<file path="config.mk">
export PLATFORM = sky130hd
export DESIGN_NAME = ram_stream_reader
export DESIGN_NICKNAME = d
export VERILOG_FILES = /design/src/rtl/uart_ram_pkg.sv /design/src/rtl/word_serializer.sv /design/src/rtl/ram_stream_reader.sv
export SDC_FILE = /design/constraint.sdc
export NUM_CORES = 1
export LEC_CHECK = 0
export ABC_AREA = 1
export CAP_MARGIN = 10
export CELL_PAD_IN_SITES_DETAIL_PLACEMENT = 1
export CELL_PAD_IN_SITES_GLOBAL_PLACEMENT = 2
export CORE_MARGIN = 10
export CORE_UTILIZATION = 25
export DETAILED_ROUTE_END_ITERATION = 7
export GPL_TIMING_DRIVEN = 0
export PLACE_DENSITY = 0.87
export SYNTH_ARGS = -nofsm -noshare
export SYNTH_HDL_FRONTEND = slang
export SYNTH_SLANG_ARGS = --single-unit
</file>
<file path="constraint.sdc">
create_clock -name clk -period 1.3 [get_ports clk]
set_input_delay 0.13 -clock clk [delete_from_list [all_inputs] [get_ports clk]]
set_output_delay 0.13 -clock clk [all_outputs]
set_load 0.05 [all_outputs]
</file>
<file path="src/rtl/uart_ram_pkg.sv">
// Shared types for the RAM-to-UART stream reader.
// State encoding, byte type and word/byte sizing helper.
package uart_ram_pkg;

  typedef enum logic [2:0] {
    IDLE,
    READ,
    LATCH,
    SEND,
    DONE
  } state_t;

  typedef logic [7:0] byte_t;

  function automatic int bytes_per_word(input int dw);
    return dw / 8;
  endfunction

endpackage

</file>
<file path="src/rtl/word_serializer.sv">
// Holds one RAM word and hands it to the UART TX path,
// least significant byte first, over a valid/ready handshake.
module word_serializer
  import uart_ram_pkg::*;
#(
  parameter int DATA_WIDTH = 32
) (
  input  logic                  clk,
  input  logic                  rst_n,
  input  logic                  load,
  input  logic [DATA_WIDTH-1:0] word_in,
  output byte_t                 tx_data,
  output logic                  tx_valid,
  input  logic                  tx_ready,
  output logic                  last_byte_accepted
);

  localparam int BPW = bytes_per_word(DATA_WIDTH);
  localparam int IW  = (BPW > 1) ? $clog2(BPW) : 1;
  localparam logic [IW-1:0] LAST_IDX = IW'(BPW - 1);

  logic [DATA_WIDTH-1:0] word_q;
  logic [IW-1:0]         idx_q;
  logic                  valid_q;
  logic                  fire;

  assign fire               = valid_q & tx_ready;
  assign last_byte_accepted = fire & (idx_q == LAST_IDX);
  assign tx_data            = word_q[7:0];
  assign tx_valid           = valid_q;

  always_ff @(posedge clk or negedge rst_n) begin
    if (!rst_n) begin
      word_q  <= '0;
      idx_q   <= '0;
      valid_q <= 1'b0;
    end else if (load) begin
      word_q  <= word_in;
      idx_q   <= '0;
      valid_q <= 1'b1;
    end else if (fire) begin
      word_q <= word_q >> 8;
      idx_q  <= idx_q + 1'b1;
      if (idx_q == LAST_IDX) begin
        valid_q <= 1'b0;
      end
    end
  end

endmodule

</file>
<file path="src/rtl/ram_stream_reader.sv">
// Reads a run of RAM words on one port and streams them
// byte by byte to the UART transmitter.
module ram_stream_reader
  import uart_ram_pkg::*;
#(
  parameter int ADDR_WIDTH = 10,
  parameter int DATA_WIDTH = 32
) (
  input  logic                  clk,
  input  logic                  rst_n,
  input  logic                  start,
  input  logic [ADDR_WIDTH-1:0] start_addr,
  input  logic [ADDR_WIDTH:0]   word_count,
  output logic                  busy,
  output logic                  done,
  output logic                  ram_en,
  output logic [ADDR_WIDTH-1:0] ram_addr,
  input  logic [DATA_WIDTH-1:0] ram_data,
  output logic [7:0]            tx_data,
  output logic                  tx_valid,
  input  logic                  tx_ready
);

  if ((DATA_WIDTH % 8) != 0 || DATA_WIDTH < 8) begin : g_bad_width
    $error("DATA_WIDTH must be a multiple of 8 and at least 8");
  end

  localparam logic [ADDR_WIDTH:0] ONE_WORD = (ADDR_WIDTH+1)'(1);

  state_t                state_q;
  logic [ADDR_WIDTH-1:0] addr_q;
  logic [ADDR_WIDTH:0]   rem_q;
  logic                  ram_en_q;
  logic                  busy_q;
  logic                  done_q;
  logic                  load;
  logic                  last_acc;

  assign load     = (state_q == LATCH);
  assign ram_en   = ram_en_q;
  assign ram_addr = addr_q;
  assign busy     = busy_q;
  assign done     = done_q;

  word_serializer #(
    .DATA_WIDTH(DATA_WIDTH)
  ) u_ser (
    .clk               (clk),
    .rst_n             (rst_n),
    .load              (load),
    .word_in           (ram_data),
    .tx_data           (tx_data),
    .tx_valid          (tx_valid),
    .tx_ready          (tx_ready),
    .last_byte_accepted(last_acc)
  );

  always_ff @(posedge clk or negedge rst_n) begin
    if (!rst_n) begin
      state_q  <= IDLE;
      addr_q   <= '0;
      rem_q    <= '0;
      ram_en_q <= 1'b0;
      busy_q   <= 1'b0;
      done_q   <= 1'b0;
    end else begin
      done_q <= 1'b0;
      unique case (state_q)
        IDLE: begin
          if (start) begin
            if (word_count == '0) begin
              state_q <= DONE;
              done_q  <= 1'b1;
            end else begin
              addr_q   <= start_addr;
              rem_q    <= word_count;
              state_q  <= READ;
              ram_en_q <= 1'b1;
              busy_q   <= 1'b1;
            end
          end
        end
        READ: begin
          ram_en_q <= 1'b0;
          state_q  <= LATCH;
        end
        LATCH: begin
          state_q <= SEND;
        end
        SEND: begin
          if (last_acc) begin
            // addr_q wraps naturally at the top of the RAM
            addr_q <= addr_q + 1'b1;
            rem_q  <= rem_q - 1'b1;
            if (rem_q == ONE_WORD) begin
              state_q <= DONE;
              done_q  <= 1'b1;
              busy_q  <= 1'b0;
            end else begin
              state_q  <= READ;
              ram_en_q <= 1'b1;
            end
          end
        end
        DONE: begin
          state_q <= IDLE;
        end
        default: begin
          state_q <= IDLE;
        end
      endcase
    end
  end

endmodule

</file>
==> summary.md <==
| Metric | Value |
|---|---|
| First DRT Iteration DRCs | 126 |
| Core Area | 13,800 µm² |
| Detailed-route wire length per cell | 15.9 µm |
| Synth cell types | 31 |
| Min Hold Slack | 342 ps |
| Status | finished with violations |
| Final Cell Area | 5410 µm² |
| Most frequent cells in the layout | nand2_1, clkdlybuf4s50_1, dfrtp_1 |
| Setup violators final | 52 |
| Area share of the largest cell type after synthesis | 0.443 |
| P_leak | 0.00259 µW |
| CTS tree | done |
| Data arrival time of the worst path | 1740 ps |
| Die area | 19,100 µm² |
| Post-synth net total | 545 |
| Worst setup margin | -218 ps |
| Setup tns final | -6700 ps |
| DRT Wirelength | 12,600 µm |
| DRT Pass-1 Iters | 4 |
| Tot Pwr | 15,200 µW |
| Levels on crit path | 9 |
| Fillers | 1,712 |
| VDD IR-drop max | 874 µV |
| CP max FO | 8 |
| Post-route ant nets | 0 |
| R2R depth | 9 |
| Global-route wire length before repair | 20,200 µm |
| DR vias/cell | 4.58 |
| Via count | 3,611 |
| PwrDens | 2810 nW/µm² |
| Gr usage total | 0.127 |
| Syn Inst Count | 484 |
| Nets | 665 |
| Post-DP HPWL | 8890 µm |
| WHS Path Cells | 3 |
| Gr ovfl total | 0 |
| Max clock buf depth | 2 |
| Mean Syn Cell Area | 7.23 µm² |
| Crit path max-delay family | simple AND/OR/NAND/NOR gates |
| #FFs+latches synth | 62 |
| Fin. Hold Viols | 0 |
| Critical path buffers and inverters | 3 |
| Slowest-stage cell, CP | dfrtp_2 |
| CTS buffer count | 9 |
| Root Driver | clkbuf_16 |
| Clock latency on the worst-skew pair | 340 ps |
| Placement Cell Area | 4530 µm² |
| RSZ-0062 raised after global routing | true |
| Synth area leader | dfrtp_1 |
| Crit Path Category | reg -> reg |
| Worst-margin pin slew | 852 ps |
| Commonest non-fill, non-tap cell in the layout | nand2_1 |
| Vias in the first global route | 3,928 |
| Layout area overhead | 54.6% |
| Failing checks | negative setup slack |
| # rows | 43 |
| Max Slew Vio Count | 0 |
| Final Cycle Share | 1.17 |
| Multi-input gate area | 1860 µm² |
| Largest net degree at the start of global routing | 63 |
| PortBufs | 78 |
| Worst Path Required | 1530 ps |
| Clk sinks | 62 |
| Worst Setup SP | state_q[1]$_DFFE_PN0P_ |
| Die height | 138 µm |
| CP startpoint kind | register |
| Hold Path Class | in -> reg |
| H-Tree Depth | 3 |
| Max Fclk | 0.659 GHz |
| FF/Latch Area | 1560 µm² |
| Final weighted congestion in routability-driven placement | 0.829 |
| Drt drc | 0 |
| Min Tclk post-route | 1520 ps |
| Reg2reg start | state_q[1]$_DFFE_PN0P_ |
| Setup crit end kind | register |
| Io pins | 79 |
| CP Capture Point | ram_addr[3]$_DFFE_PN0P_ |
| Critical-path cell list | nor2_4, nand2_2, nand2_2, inv_2, nor2_4, nand2_8, clkinv_8, clkbuf_16, o21ai_2 |
| Share of post-route cells with drive strength above 1 | 0.296 |
| Relative max-transition margin | 0.432 |
| R2r endpoint | ram_addr[3]$_DFFE_PN0P_ |
| Hold path startpoint | ram_data[31] |
| YS warnings | 0 |
| Area contributors post-synth | dfrtp_1, nand2_1, nand3_1, nor2_1, inv_1 |
| Seq/Total Area, Yosys | 0.443 |
| Initial antenna violation count | 0 |
| Cell Area, Synth | 3500 µm² |
| Worst path max stage delay | 450 ps |
| R2R setup slack | -220 ps |
| Initial Util | 0.254 |
| Diode count | 0 |
| Die W | 138 µm |
| # Max-Cap Violations | 0 |
| Worst-path clk slew | 60 ps |
| Final core occ | 0.393 |
| Fin Clk Skew | 5.75 ps |
## what timing repair did
action	in CTS	in global routing
setup buffers	20	9
endpoints found under the setup margin	83	66
hold buffers	1	0
endpoints found under the hold margin	62	0
gates resized for setup	136	61
cloned	1	1
pin swaps	10	12
## per-stage QoR
| step | setup slack, ps | instances |
|---|---|---|
| after global placement | -2430 | 742 |
| after detailed placement | -631 | 742 |
| after CTS | -174 | 779 |
| after global routing | -283 | 789 |
| final | -218 | 789 |
| after floorplan | -127 | 484 |
## cells by family after synthesis
group	after synthesis	share of synthesized area
and+or+nand+nor	292	0.349
DFF	62	0.443
adders and majority gates	4	0.0143
buffers and inverters	73	0.0969
xor gates and xnor gates	1	0.00250
AOI/OAI and AO/OA	52	0.0941
## worst min-delay path: stages
cell and delay, ps:
clkdlybuf4s50_1 400, nand2_1 60, nand2_1 50
## state kept, by name, indices dropped and copies added, names as in the netlist
| signal | count |
|---|---|
| u_ser.word_q | 32 |
| u_ser.idx_q | 2 |
| done | 1 |
| busy | 1 |
| rem_q | 11 |
| u_ser.tx_valid | 1 |
| ram_addr | 10 |
| state_q | 3 |
| ram_en | 1 |
## per-layer routing
layer,routed length [µm],vias up,GRT usage
li1,-,1780,-
met2,6410,74,0.225
met4,291,0,0.0494
met1,5440,1735,0.146
met3,409,22,0.0288
met5,0,-,0
## cells in the mapped netlist, drive strengths merged
library cell,number
xor2,1
inv,46
clkbuf,6
nor2,50
buf,20
or2,1
o22ai,1
a31oi,18
nand4,3
o21bai,3
dfrtp,62
ha,4
o21ai,27
nand3,52
nand2,183
nand3b,2
clkinv,1
nor3b,1
a21oi,3
## worst min-delay path by stage
| stage | to | slack (ps) |
|---|---|---|
| 4_1_cts | u_ser.word_q[31]$_DFFE_PN0P_ | 340 |
| 6_report | u_ser.word_q[31]$_DFFE_PN0P_ | 340 |
| 5_1_grt | u_ser.word_q[31]$_DFFE_PN0P_ | 350 |
| 3_5_place_dp | rem_q[0]$_DFFE_PN0P_ | 290 |
| 3_3_place_gp | busy$_DFFE_PN0P_ | 480 |
| 2_1_floorplan | busy$_DFFE_PN0P_ | -170 |
## cell type report
type,instances,area share
flip-flops and latches,62,0.289
well taps,180,0.0416
clock inverters,7,0.0178
multi-input cells,349,0.344
plain buffers,25,0.0368
repair buffers,110,0.193
inverters,47,0.0363
clock buffers,9,0.0416
## report_power, final
part           total [µW]  internal, µW  switching (µW)
combinational        8870          3580            5290
clock                2640          1680             956
sequential           3670          2890             778
total               15200          8160            7020
Note: power is estimated with default switching activity, not from simulation.
